===== src/rtl/calc_pkg.sv =====
// Shared calculator definitions: operator and key encodings, parser state type,
// and the operator selection/toggling helpers used by the keypad parser.
package calc_pkg;

  localparam int DEFAULT_WIDTH = 32;

  localparam logic [2:0] OP_ADD = 3'd0;
  localparam logic [2:0] OP_SUB = 3'd1;
  localparam logic [2:0] OP_MUL = 3'd2;
  localparam logic [2:0] OP_DIV = 3'd3;
  localparam logic [2:0] OP_MOD = 3'd4;
  localparam logic [2:0] OP_EQ  = 3'd5;
  localparam logic [2:0] OP_CLR = 3'd6;

  // Codes 0x0..0x9 are decimal digits.
  localparam logic [3:0] KEY_9      = 4'h9;
  localparam logic [3:0] KEY_DIVMOD = 4'hA;
  localparam logic [3:0] KEY_MUL    = 4'hB;
  localparam logic [3:0] KEY_ADDSUB = 4'hC;
  localparam logic [3:0] KEY_AC     = 4'hD;
  localparam logic [3:0] KEY_ANS    = 4'hE;
  localparam logic [3:0] KEY_EQ     = 4'hF;

  typedef enum logic [1:0] {
    ST_START,
    ST_NUM,
    ST_OP
  } state_t;

  function automatic logic [2:0] base_op(input logic [3:0] key);
    logic [2:0] op;
    case (key)
      KEY_DIVMOD: op = OP_DIV;
      KEY_MUL:    op = OP_MUL;
      default:    op = OP_ADD;
    endcase
    return op;
  endfunction

  // Repeating +- or /% flips between the pair; any other key selects its base op.
  function automatic logic [2:0] next_op(input logic [2:0] pend, input logic [3:0] key);
    logic [2:0] op;
    op = base_op(key);
    if (key == KEY_ADDSUB && pend == OP_ADD) op = OP_SUB;
    if (key == KEY_ADDSUB && pend == OP_SUB) op = OP_ADD;
    if (key == KEY_DIVMOD && pend == OP_DIV) op = OP_MOD;
    if (key == KEY_DIVMOD && pend == OP_MOD) op = OP_DIV;
    return op;
  endfunction

endpackage


===== src/rtl/key_fifo.sv =====
// Four-entry circular buffer of 4-bit key codes; push while full is only legal
// together with a pop on the same edge.
module key_fifo (
  input  logic       sw_clk,
  input  logic       rst,
  input  logic       push,
  input  logic [3:0] din,
  input  logic       pop,
  output logic [3:0] dout,
  output logic       full,
  output logic       empty
);

  logic [3:0] mem [4];
  logic [1:0] wr_ptr;
  logic [1:0] rd_ptr;
  logic [2:0] count;

  assign full  = (count == 3'd4);
  assign empty = (count == 3'd0);
  assign dout  = mem[rd_ptr];

  always_ff @(posedge sw_clk) begin
    if (push) mem[wr_ptr] <= din;
  end

  always_ff @(posedge sw_clk or negedge rst) begin
    if (!rst) begin
      wr_ptr <= 2'd0;
      rd_ptr <= 2'd0;
      count  <= 3'd0;
    end else begin
      if (push) wr_ptr <= wr_ptr + 2'd1;
      if (pop)  rd_ptr <= rd_ptr + 2'd1;
      case ({push, pop})
        2'b10:   count <= count + 3'd1;
        2'b01:   count <= count - 3'd1;
        default: count <= count;
      endcase
    end
  end

endmodule


===== src/rtl/keypad_token_parser.sv =====
// Turns keypad strobes into operand/operator tokens for the calculator ALU.
// Define KEY_FIFO_EN to buffer strobes in a 4-deep key FIFO instead of dropping them.
module keypad_token_parser
  import calc_pkg::*;
#(
  parameter int WIDTH      = DEFAULT_WIDTH,
  parameter int MAX_DIGITS = 8
) (
  input  logic             sw_clk,
  input  logic             rst,
  input  logic [4:0]       eBCD,
  input  logic [WIDTH-1:0] ans_value,
  output logic             tok_valid,
  input  logic             tok_ready,
  output logic [WIDTH-1:0] tok_operand,
  output logic [2:0]       tok_op,
  output logic [WIDTH-1:0] entry_value,
  output logic [3:0]       entry_digits,
  output logic [2:0]       op_pending,
  output logic             key_drop
);

  localparam logic signed [WIDTH-1:0] TEN     = WIDTH'(10);
  localparam logic [3:0]              MAX_DIG = 4'(MAX_DIGITS);

  state_t                  state_q, state_d;
  logic signed [WIDTH-1:0] entry_q, entry_d;
  logic [3:0]              digits_q, digits_d;
  logic                    locked_q, locked_d;
  logic [2:0]              pend_q, pend_d;

  logic                    slot_free;
  logic                    key_vld;
  logic [3:0]              key_code;
  logic                    drop_now;
  logic signed [WIDTH-1:0] digit;

  logic                    emit;
  logic signed [WIDTH-1:0] emit_operand;
  logic [2:0]              emit_op;

  assign slot_free = !tok_valid || tok_ready;

`ifdef KEY_FIFO_EN
  logic       fifo_push, fifo_pop, fifo_full, fifo_empty;
  logic [3:0] fifo_dout;

  assign fifo_pop  = !fifo_empty && slot_free;
  assign fifo_push = eBCD[4] && (!fifo_full || fifo_pop);
  assign drop_now  = eBCD[4] && fifo_full && !fifo_pop;
  assign key_vld   = fifo_pop;
  assign key_code  = fifo_dout;

  key_fifo u_key_fifo (
    .sw_clk (sw_clk),
    .rst    (rst),
    .push   (fifo_push),
    .din    (eBCD[3:0]),
    .pop    (fifo_pop),
    .dout   (fifo_dout),
    .full   (fifo_full),
    .empty  (fifo_empty)
  );
`else
  assign key_vld  = eBCD[4] && slot_free;
  assign key_code = eBCD[3:0];
  assign drop_now = eBCD[4] && !slot_free;
`endif

  assign digit = $signed({{(WIDTH-4){1'b0}}, key_code});

  always_comb begin
    state_d      = state_q;
    entry_d      = entry_q;
    digits_d     = digits_q;
    locked_d     = locked_q;
    pend_d       = pend_q;
    emit         = 1'b0;
    emit_operand = '0;
    emit_op      = OP_ADD;
    if (key_vld) begin
      if (key_code <= KEY_9) begin
        case (state_q)
          ST_START: begin
            entry_d  = digit;
            digits_d = 4'd1;
            locked_d = 1'b0;
            state_d  = ST_NUM;
          end
          ST_NUM: begin
            // Extra digits and digits after an ans load are silently ignored.
            if (digits_q < MAX_DIG && !locked_q) begin
              entry_d  = entry_q * TEN + digit;
              digits_d = digits_q + 4'd1;
            end
          end
          default: begin
            emit         = 1'b1;
            emit_operand = entry_q;
            emit_op      = pend_q;
            entry_d      = digit;
            digits_d     = 4'd1;
            locked_d     = 1'b0;
            state_d      = ST_NUM;
          end
        endcase
      end else begin
        case (key_code)
          KEY_DIVMOD, KEY_MUL, KEY_ADDSUB: begin
            if (state_q == ST_OP) begin
              pend_d = next_op(pend_q, key_code);
            end else begin
              // An operator on an empty entry chains on the previous result.
              if (state_q == ST_START) begin
                entry_d  = $signed(ans_value);
                locked_d = 1'b1;
                digits_d = 4'd0;
              end
              pend_d  = base_op(key_code);
              state_d = ST_OP;
            end
          end
          KEY_ANS: begin
            if (state_q == ST_OP) begin
              emit         = 1'b1;
              emit_operand = entry_q;
              emit_op      = pend_q;
            end
            entry_d  = $signed(ans_value);
            locked_d = 1'b1;
            digits_d = 4'd0;
            state_d  = ST_NUM;
          end
          KEY_EQ: begin
            emit         = 1'b1;
            emit_operand = (state_q == ST_START) ? '0 : entry_q;
            emit_op      = OP_EQ;
            entry_d      = '0;
            digits_d     = 4'd0;
            locked_d     = 1'b0;
            pend_d       = OP_ADD;
            state_d      = ST_START;
          end
          default: begin
            emit     = 1'b1;
            emit_op  = OP_CLR;
            entry_d  = '0;
            digits_d = 4'd0;
            locked_d = 1'b0;
            pend_d   = OP_ADD;
            state_d  = ST_START;
          end
        endcase
      end
    end
  end

  always_ff @(posedge sw_clk or negedge rst) begin
    if (!rst) begin
      state_q  <= ST_START;
      entry_q  <= '0;
      digits_q <= 4'd0;
      locked_q <= 1'b0;
      pend_q   <= OP_ADD;
    end else begin
      state_q  <= state_d;
      entry_q  <= entry_d;
      digits_q <= digits_d;
      locked_q <= locked_d;
      pend_q   <= pend_d;
    end
  end

  // Token slot: a new token may replace one being accepted on the same edge.
  always_ff @(posedge sw_clk or negedge rst) begin
    if (!rst) begin
      tok_valid   <= 1'b0;
      tok_operand <= '0;
      tok_op      <= OP_ADD;
      key_drop    <= 1'b0;
    end else begin
      key_drop <= drop_now;
      if (emit) begin
        tok_valid   <= 1'b1;
        tok_operand <= emit_operand;
        tok_op      <= emit_op;
      end else if (tok_ready) begin
        tok_valid <= 1'b0;
      end
    end
  end

  assign entry_value  = entry_q;
  assign entry_digits = digits_q;
  assign op_pending   = (state_q == ST_OP) ? pend_q : 3'd0;

endmodule


===== config.mk =====
export PLATFORM = sky130hd
export DESIGN_NAME = keypad_token_parser
export DESIGN_NICKNAME = d
export VERILOG_FILES = /design/src/rtl/calc_pkg.sv /design/src/rtl/key_fifo.sv /design/src/rtl/keypad_token_parser.sv
export SDC_FILE = /design/constraint.sdc
export NUM_CORES = 1
export LEC_CHECK = 0
export ABC_AREA = 1
export CORE_ASPECT_RATIO = 1.4
export CORE_MARGIN = 1.5
export CORE_UTILIZATION = 48
export DETAILED_ROUTE_END_ITERATION = 8
export PLACE_DENSITY_LB_ADDON = 0.15
export SYNTH_ARGS = -nofsm -noshare
export SYNTH_HDL_FRONTEND = slang
export SYNTH_SLANG_ARGS = --single-unit

===== constraint.sdc =====
create_clock -name sw_clk -period 6.3 [get_ports sw_clk]
set_input_delay 0.945 -clock sw_clk [delete_from_list [all_inputs] [get_ports sw_clk]]
set_output_delay 0.945 -clock sw_clk [all_outputs]
set_load 0.05 [all_outputs]

# Word level (Yosys, flattened, before mapping)
# Cells that the tools add are included.
# word_totals
reg_bits	79
latch_bits	0
ram_bits	0
mem_bits_ro	0
in_bits	40
out_inout_bits	76
wordCells	96
memories	0
# classes
add_sub_neg	2
multipliers	1
div_mod_pow	0
magnitude_cmp	2
n_eq_ne	14
n_shift	0
n_mux	46
n_bitwise	2
n_reduce_logical	20
# ops
cell	count
$mux W32	10
$pmux W32 S2	2
$add A32 B5 Y32	1
$mul A32 B4 Y31 const B	1
$mux W3	9
$mux W4	6
$eq A4 B4 Y1 const B	5
$mux W1	10
$ne A3 B3 Y1 const B	3
$pmux W3 S3	1
$pmux W2 S2	2
$reduce_and A4 Y1	2
$logic_and A1 B1 Y1	7
$mux W2	3
$pmux W3 S2	1
$reduce_and A3 Y1	2
$add A4 B1 Y4 const B	1
$le A4 B4 Y1 const B	1
$lt A4 B4 Y1 const B	1
$pmux W1 S2	2
$eq A3 B1 Y1 const B	1
$eq A3 B2 Y1 const B	1
$eq A3 B3 Y1 const B	1
$logic_not A1 Y1	3
other kinds (10)	11

# Depth between registers and ports, before layout
# Gate-level depths: netlist of the first run.
# logic_depth
word_depth	8
mapped_depth	22
ltp_nobuf	21

# Worst setup path after synthesis of the first run
# Ideal clock, no wire load.
# synth_timing
kind	register -> register
startpoint	register entry_q[3] (netlist: entry_value[3])
endpoint	register entry_q[24] (netlist: entry_value[24])
t_arrival_ns	3.079
required_time_ns	6.182
path_slack_ns	3.102
path_stages_with_launch	19
path_cell_list	dfrtp_1 -> ha_1 -> ha_1 -> fa_1 -> nand2_1 -> inv_1 -> nand4_1 -> a21oi_2 -> nand2_2 -> nor2_4 -> nand3_2 -> nor2_4 -> nand2_2 -> nor2_4 -> nand3_1 -> nand3_1 -> nand2_1 -> nand2_1 -> nand2_1
# synth_between
elab_chain_len	5
# synth_rtl
element	line	source
start: declaration	keypad_token_parser.sv:27	logic signed [WIDTH-1:0] entry_q, entry_d;
start signal: assignment	keypad_token_parser.sv:167	entry_q <= entry_d;
$mul A32 B4 Y31	keypad_token_parser.sv:93	entry_d = entry_q * TEN + digit;
$add A32 B5 Y32	keypad_token_parser.sv:93	
$mux W32	keypad_token_parser.sv:92	if (digits_q < MAX_DIG && !locked_q) begin
$mux W32	keypad_token_parser.sv:83	case (state_q)
$mux W32	keypad_token_parser.sv:82	if (key_code <= KEY_9) begin
# Every way passes these cells. The select of a mux whose other input is x is not followed.
# A chain may end at the register's enable or synchronous reset.

# Worst setup path after layout of the first run
# layout_timing
startpoint	input port eBCD[2]
endpoint	register entry_q[28] (netlist: entry_value[28])
# layout_between
elab_chain_len	4
word_cells_on_any_way	15
cone_classes	1 x add/sub; 1 x order compare; 7 x eq/ne; 4 x mux; 2 x reduce/logical
# layout_rtl
element	line	source
start: declaration	keypad_token_parser.sv:11	input logic [4:0] eBCD,
$add A32 B5 Y32 / $eq A4 B4 Y1 (equally long branches)	keypad_token_parser.sv:93, keypad_token_parser.sv:108	
$mux W32 / $reduce_or A3 Y1 (equally long branches)	keypad_token_parser.sv:92, keypad_token_parser.sv:108	
$mux W32, or another cell as far along	keypad_token_parser.sv:83	
$mux W32 / $reduce_and A4 Y1 (equally long branches)	--	
# Parallel ways exist; a longest one is shown, timed or not. The select of a mux whose other input is x is not followed.

==> results of run 1 <==
registers in the layout (all words and copies together) (netlist names):
name          cells
entry_value      32
tok_operand      32
entry_digits      4
pend_q            3
tok_op            3
state_q           2
key_drop          1
locked_q          1
tok_valid         1
per-stage QoR:
stage          instances  hold WS [ns]  utilization, %
6_report            1375         0.476            60.4
5_1_grt             1375         0.501            60.4
4_1_cts             1375         0.477            60.4
3_5_place_dp        1360         0.463            58.0
3_3_place_gp        1360         0.457            58.0
2_1_floorplan       1074         0.484               -
worst paths after layout:
check / endpoint / slack (ns) / startpoint
worst min register to register: tok_op[2]$_DFFE_PN0P_ / 0.48 / tok_op[2]$_DFFE_PN0P_
worst max register to register: entry_value[26]$_DFFE_PN0P_ / 2.82 / entry_value[1]$_DFFE_PN0P_
worst min-delay path: tok_op[2]$_DFFE_PN0P_ / 0.48 / tok_op[2]$_DFFE_PN0P_
min in group asynchronous: tok_operand[4]$_DFFE_PN0P_ / 0.76 / rst
max in group asynchronous: tok_operand[21]$_DFFE_PN0P_ / 4.89 / rst
worst max-delay path: entry_value[28]$_DFFE_PN0P_ / 2.66 / eBCD[2]
layout make-up:
type | instances | area (um2) | area share [%]
clock buffers | 12 | 256 | 2.94
clock inverters | 3 | 90.1 | 1.03
inverters | 152 | 571 | 6.54
multi-input cells | 821 | 4420 | 50.6
well taps | 189 | 236 | 2.71
repair buffers | 119 | 1180 | 13.5
flip-flops and latches | 79 | 1980 | 22.6
worst max-delay path: stages:
cell and delay, ns:
clkdlybuf4s50_1 0.51, nand2_2 0.15, inv_2 0.06, nor2_4 0.21, inv_2 0.13, nor2_2 0.10
buf_4 0.29, nor2_1 0.19, nor2_4 0.12, buf_4 0.34, inv_2 0.32, or2_2 0.37
inv_1 0.07, a21oi_2 0.03
Yosys cell counts (8+ instances only):
cell type / n / area, um2
o21ai_1: 8 / 40.0
clkbuf_1: 11 / 41.3
nor2_2: 12 / 75.1
o21ai_0: 53 / 265
nor2_1: 55 / 206
nand2_1: 380 / 1430
inv_1: 144 / 541
a21oi_1: 47 / 235
nor3_1: 8 / 40.0
ha_1: 59 / 738
nand3_2: 10 / 100
nor2_4: 10 / 113
dfrtp_1: 79 / 1980
a2bb2oi_1: 15 / 131
nand2_2: 18 / 113
nand3_1: 77 / 385
nand4_1: 20 / 125
per-layer routing:
metal / vias to the layer above / global-route usage (%)
met5: - / 0
met4: 0 / 9.73
met3: 48 / 2.68
met2: 205 / 50.0
met1: 3267 / 34.4
li1: 3689 / -
logic make-up after synthesis:
kind of cell / Yosys count / synth area share, %
and+or+nand+nor: 601 / 37.6
buffers and inverters: 174 / 9.72
AOI/OAI and AO/OA: 152 / 12.7
DFF: 79 / 28.0
adders and majority gates: 61 / 11.0
xor gates and xnor gates: 7 / 0.974
==> impl_metrics.json, run 1 <==
{
  "outcome": "completed",
  "die_w_um": 106,
  "setup_viol": 0,
  "drt-total-wl_um": 20800,
  "portBuffers": 115,
  "fin_ws_ns": 2.66,
  "final_hold_viol_count": 0,
  "gp_congestion": 0.920,
  "vias": 7209,
  "r2r_cells": 19,
  "grt_max_degree": 80,
  "slew_violations": 0,
  "fp-row-count": 52,
  "fin_tns_setup_ns": 0,
  "synth_area_per_cell_um2": 6.58,
  "dp_slack_ns": 2.36,
  "drive_gt1_share_pct": 7.25,
  "final_cell_mix": "nand2_1, inv_1, clkdlybuf4s50_1",
  "cts_made_buffers": 9,
  "fin_crit_ns": 3.64,
  "grt_pass1_wl_um": 34200,
  "grt_usage_pct": 27.8,
  "drtPass1Iterations": 5,
  "num-nets-final": 1283,
  "yosysUniqueCellTypes": 45,
  "num-fill-cells": 1411,
  "worstMarginPinSlew_ns": 1.17,
  "ant_nets": 0,
  "cp_max_fo": 37,
  "die_h_um": 147,
  "clk_pin_slew_worst_paths_ns": 0.06,
  "grt_pass1_vias": 6963,
  "setup.worst_path.class": "primary input to flop",
  "rsz0062_at_grt": "no",
  "async_flop_share_pct": 100,
  "worstSetupEndpointType": "flop",
  "wl_met3_um": 900,
  "dieArea_um2": 15500,
  "root_buffer": "clkbuf_16",
  "area_growth_pct": 23.5,
  "holdBufCountCts": 0,
  "ys_seq_area_share_pct": 28.0,
  "hpwl_um": 16400,
  "drc_errors": 0,
  "ys_warn_count": 0,
  "htree_levels": 3,
  "design_area_um2": 8730,
  "synth_nets": 1175,
  "met1Wirelength_um": 8850,
  "cts_setup_buffers": 0,
  "antenna_cells": 0,
  "critPathArrivalTime_ns": 3.87,
  "cap_violations": 0,
  "synth.cell_area_um2": 7070,
  "place_area_um2": 8380,
  "clockBufferDepth": 2,
  "cp-start-kind": "primary input",
  "insertion_delay_ns": 0.34,
  "netlist_instances": 1074,
  "cts_tree": "built",
  "viasPerCell": 5.24,
  "route.met2.wl_um": 10400,
  "clock_skew_ns": 0.00529,
  "worstPathRequired_ns": 6.52,
  "drt_iter0_markers": 354,
  "synth_seq_cells": 79,
  "yosys_most_used_dff": "dfrtp_1",
  "holdPathStages": 2,
  "gr-total-overflow": 0,
  "final.period_utilization_pct": 57.8,
  "slew_headroom_pct": 22.0,
  "start_util_pct": 48.9,
  "fmax_mhz": 275,
  "synth-edff-count": 0,
  "antenna_found_initial": 0,
  "wl_per_cell_um": 15.1,
  "final_common_cell": "nand2_1",
  "top_layer_used": "met4",
  "io_pins": 116,
  "hold_path.class": "flop to flop",
  "cts_resized": 0,
  "core_area_um2": 14400,
  "cts.sink_count": 79
}
Power of run 1 is left out: the tool's default activity adds up to more than one toggle a clock period on the data nets, which glitch-free logic cannot reach.
==> run 2, diff against run 1 <==
==> constraint.sdc (replaced) <==
create_clock -name sw_clk -period 3.7 [get_ports sw_clk]
set_input_delay 0.555 -clock sw_clk [delete_from_list [all_inputs] [get_ports sw_clk]]
set_output_delay 0.555 -clock sw_clk [all_outputs]
set_load 0.05 [all_outputs]
==> run 2 against run 1 <==
Routed wire length down 0.73%. Sequential share of layout area is 0.075 points higher. Flip-flop and latch count did not move. Cell count is 0.29% higher. Global-route usage is 0.42 points lower. Setup slack worse by 2.2 ns. Utilization down 0.20 points. Critical path type is now flop to flop. Largest cell class unchanged. Highest routed layer unchanged.
==> impl_metrics.json, run 2 (same netlist as run 1, synthesis figures left out) <==
{
  "outcome": "completed",
  "grt_pass1_wl_um": 33700,
  "antenna_found_initial": 0,
  "portBuffers": 115,
  "fin_crit_ns": 3.28,
  "hold_path.class": "primary input to asynchronous set/reset pin",
  "holdBufCountCts": 0,
  "die_h_um": 147,
  "cts_resized": 0,
  "top_layer_used": "met4",
  "slew_headroom_pct": 33.6,
  "core_area_um2": 14400,
  "antenna_cells": 0,
  "fin_ws_ns": 0.419,
  "drt_iter0_markers": 411,
  "rsz0062_at_grt": "no",
  "ff2ff_setup_slack_ns": 0.42,
  "cp-start-kind": "flop",
  "cts_setup_buffers": 0,
  "grt_pass1_vias": 6897,
  "viasPerCell": 5.26,
  "insertion_delay_ns": 0.33,
  "ant_nets": 0,
  "route.met2.wl_um": 10200,
  "grt_max_degree": 80,
  "final.period_utilization_pct": 88.7,
  "vias": 7256,
  "cts_tree": "built",
  "reg2reg_from": "entry_value[1]$_DFFE_PN0P_",
  "crit_path_frequent_cell": "nand2_1",
  "fmax_mhz": 305,
  "hpwl_um": 16600,
  "critPathTopFamily": "simple AND/OR/NAND/NOR gates",
  "dieArea_um2": 15500,
  "area_growth_pct": 23.1,
  "clk_pin_slew_worst_paths_ns": 0.06,
  "htree_levels": 3,
  "wl_per_cell_um": 15.0,
  "die_w_um": 106,
  "io_pins": 116,
  "start_util_pct": 48.9,
  "met1Wirelength_um": 8920,
  "drtPass1Iterations": 5,
  "r2r-end": "entry_value[26]$_DFFE_PN0P_",
  "gr-total-overflow": 0,
  "gp_congestion": 0.925,
  "fin_tns_setup_ns": 0,
  "slew_violations": 0,
  "root_buffer": "clkbuf_16",
  "num-nets-final": 1287,
  "worstPathRequired_ns": 3.92,
  "drt-total-wl_um": 20700,
  "cts_made_buffers": 9,
  "path_cells": "ha_1 > ha_1 > fa_1 > nand2_1 > inv_1 > nand4_1 > a21oi_2 > nand2_2 > nor2_4 > nand3_2 > nor2_4 > nand2_2 > nor2_4 > nand3_1 > nand3_1 > nand2_1 > nand2_1 > nand2_1",
  "r2r_cells": 18,
  "final_cell_mix": "nand2_1, inv_1, clkdlybuf4s50_1",
  "setup_viol": 0,
  "wl_met3_um": 823,
  "clockBufferDepth": 2,
  "worstMarginPinSlew_ns": 0.997,
  "slowest_stage": "fa_1",
  "cp_slowest_stage_delay_ns": 0.56,
  "clock_skew_ns": 0.00867,
  "drc_errors": 0,
  "setup.worst_path.class": "flop to flop",
  "final_common_cell": "nand2_1",
  "dp_slack_ns": 0.272,
  "cap_violations": 0,
  "cp_max_fo": 6,
  "grt_usage_pct": 27.4,
  "fp-row-count": 52,
  "cts.sink_count": 79,
  "cp_num_buf_inv": 1,
  "critPathArrivalTime_ns": 3.51,
  "worstSetupEndpointType": "flop",
  "final_hold_viol_count": 0,
  "drive_gt1_share_pct": 7.65
}
## run 2: cell types whose count changed in the layout (fill, tap and decap cells not counted), sizes merged
cell	previous run	this run
bufinv	3	1
clkbuf	12	9
clkinv	1	6
buf	5	9
## run 2: through the flow
step	util, %	hold slack [ns]	cell area, um2	cells
2_1_floorplan	-	0.259	7070	1074
3_5_place_dp	58.2	0.461	8410	1364
3_3_place_gp	58.2	0.454	8410	1364
5_1_grt	60.2	0.474	8700	1379
6_report	60.2	0.364	8700	1379
4_1_cts	60.2	0.432	8700	1379
## run 2: worst max path at each step
stage / to / startpoint / depth (start not counted)
after detailed placement: entry_value[27]$_DFFE_PN0P_ / eBCD[1] / 19
after global routing: entry_value[26]$_DFFE_PN0P_ / entry_value[1]$_DFFE_PN0P_ / 18
final: entry_value[26]$_DFFE_PN0P_ / entry_value[1]$_DFFE_PN0P_ / 18
after floorplan: entry_value[24]$_DFFE_PN0P_ / entry_value[3]$_DFFE_PN0P_ / 18
after global placement: entry_value[29]$_DFFE_PN0P_ / eBCD[1] / 19
after CTS: entry_value[26]$_DFFE_PN0P_ / entry_value[1]$_DFFE_PN0P_ / 18
## run 2: layer usage
layer / track usage, % / vias to the layer above
met2: 47.8 / 205
met3: 3.04 / 51
met1: 33.9 / 3300
met5: 0 / -
li1: - / 3700
met4: 11.9 / 0
## run 2: cell type report
class	instances	area (um2)
Inverter	152	571
Multi-Input combinational cell	821	4420
Clock inverter	6	62.6
Timing Repair Buffer	123	1210
Sequential cell	79	1980
Tap cell	189	236
Fill cell	1434	5740
Clock buffer	9	225
## run 2: worst register-to-register path, stage by stage (launching register included)
cell and delay, ns:
dfrtp_1 0.44, ha_1 0.32, ha_1 0.26, fa_1 0.56, nand2_1 0.07, inv_1 0.05, nand4_1 0.12, a21oi_2 0.21
nand2_2 0.09, nor2_4 0.13, nand3_2 0.11, nor2_4 0.18, nand2_2 0.12, nor2_4 0.14, nand3_1 0.10, nand3_1 0.11
nand2_1 0.06, nand2_1 0.05, nand2_1 0.05
Power of run 2 is left out for the same reason.
==> run 3, diff against run 2 <==
--- a/config.mk
+++ b/config.mk
@@ -10,7 +10,7 @@
 export CORE_MARGIN = 1.5
 export CORE_UTILIZATION = 48
 export DETAILED_ROUTE_END_ITERATION = 8
-export PLACE_DENSITY_LB_ADDON = 0.15
+export PLACE_DENSITY = 0.72
 export SYNTH_ARGS = -nofsm -noshare
 export SYNTH_HDL_FRONTEND = slang
 export SYNTH_SLANG_ARGS = --single-unit
==> run 3 against run 2 <==
First-iteration DRC count decreased by 13%. Sequential share of layout area hardly changed. Register-to-register slack lost 0.02 ns. Utilization is 0.11 points lower. Routed wire length is 1.8% higher. Die area unchanged. Critical path depth is the same. Critical path type unchanged. Critical endpoint unchanged. Largest cell class unchanged.
==> impl_metrics.json, run 3 (same netlist as run 1, synthesis figures left out) <==
{
  "final_hold_viol_count": 0,
  "design_area_um2": 8680,
  "cp-start-kind": "flop",
  "drt-total-wl_um": 21100,
  "grt_usage_pct": 27.6,
  "clockBufferDepth": 2,
  "drc_errors": 0,
  "antenna_found_initial": 0,
  "grt_pass1_wl_um": 33900,
  "final.period_utilization_pct": 89.3,
  "grt_pass1_vias": 6837,
  "hold_path.class": "primary input to asynchronous set/reset pin",
  "die_h_um": 147,
  "worstMarginPinSlew_ns": 1.02,
  "ant_nets": 0,
  "fin_util_pct": 60.1,
  "holdBufCountCts": 0,
  "area_growth_pct": 22.9,
  "setup_viol": 0,
  "root_buffer": "clkbuf_16",
  "core_area_um2": 14400,
  "r2r_cells": 18,
  "hpwl_um": 16700,
  "slew_violations": 0,
  "num-nets-final": 1286,
  "gr-total-overflow": 0,
  "fp-row-count": 52,
  "drt_iter0_markers": 356,
  "rsz0062_at_grt": "no",
  "worstSetupEndpointType": "flop",
  "die_w_um": 106,
  "portBuffers": 115,
  "final_common_cell": "nand2_1",
  "grt_max_degree": 80,
  "outcome": "completed",
  "final_cell_mix": "nand2_1, inv_1, clkdlybuf4s50_1",
  "dieArea_um2": 15500,
  "critPathArrivalTime_ns": 3.53,
  "viasPerCell": 5.26,
  "io_pins": 116,
  "fin_crit_ns": 3.30,
  "cts_resized": 0,
  "gp_congestion": 0.933,
  "setup.worst_path.class": "flop to flop",
  "wl_per_cell_um": 15.3,
  "cts_tree": "built",
  "htree_levels": 3,
  "fin_tns_setup_ns": 0,
  "worstPathRequired_ns": 3.93,
  "insertion_delay_ns": 0.34,
  "cts_setup_buffers": 0,
  "slew_headroom_pct": 32.2,
  "fmax_mhz": 303,
  "cts.sink_count": 79,
  "antenna_cells": 0,
  "place_area_um2": 8400,
  "vias": 7251,
  "clock_skew_ns": 0.0105,
  "cts_made_buffers": 9,
  "clk_pin_slew_worst_paths_ns": 0.06,
  "cap_violations": 0,
  "drtPass1Iterations": 5,
  "cp_max_fo": 6,
  "start_util_pct": 48.9,
  "drive_gt1_share_pct": 7.65
}
## run 3: cell types whose count changed in the layout (fill, tap and decap cells not counted), sizes merged
| cell | before | now |
|---|---|---|
| clkinv | 6 | 2 |
| buf | 9 | 8 |
| clkinvlp | 0 | 3 |
| bufinv | 1 | 0 |
| inv | 151 | 154 |
## run 3: critical path, stage by stage (launching register included)
cell and delay [ns]:
dfrtp_1 0.44, ha_1 0.30, ha_1 0.27, fa_1 0.58
nand2_1 0.07, inv_1 0.05, nand4_1 0.13, a21oi_2 0.22
nand2_2 0.10, nor2_4 0.14, nand3_2 0.11, nor2_4 0.17
nand2_2 0.11, nor2_4 0.14, nand3_1 0.09, nand3_1 0.10
nand2_1 0.06, nand2_1 0.05, nand2_1 0.06
## run 3: final timing paths
kind | startpoint | end | slack [ns]
setup / recovery | entry_value[3]$_DFFE_PN0P_ | entry_value[26]$_DFFE_PN0P_ | 0.40
hold / removal | rst | tok_operand[7]$_DFFE_PN0P_ | 0.37
setup reg to reg | entry_value[3]$_DFFE_PN0P_ | entry_value[26]$_DFFE_PN0P_ | 0.40
hold reg to reg | tok_op[2]$_DFFE_PN0P_ | tok_op[2]$_DFFE_PN0P_ | 0.48
max in group asynchronous | rst | tok_op[0]$_DFFE_PN0P_ | 2.65
min in group sw_clk | tok_op[2]$_DFFE_PN0P_ | tok_op[2]$_DFFE_PN0P_ | 0.48
## run 3: layout make-up
class	count	area, um2
fillers	1470	5760
multi-input cells	821	4420
inverters	152	571
flip-flops and latches	79	1980
repair buffers	122	1200
well taps	189	236
clock buffers	9	225
clock inverters	7	53.8
## run 3: layer usage
metal	part of all wire, %	up-vias	track usage, %
li1	-	3697	-
met1	44	3337	34.0
met2	50	174	49.4
met3	2.7	43	2.32
met4	3.4	0	11.1
met5	0	-	0
## run 3: per-stage QoR
step	instances	setup slack [ns]	hold WS, ns
after global routing	1379	0.182	0.473
after CTS	1379	0.434	0.421
final	1379	0.397	0.371
after floorplan	1074	0.502	0.259
after detailed placement	1363	0.307	0.468
after global placement	1363	0.392	0.453
Power of run 3 is left out for the same reason.
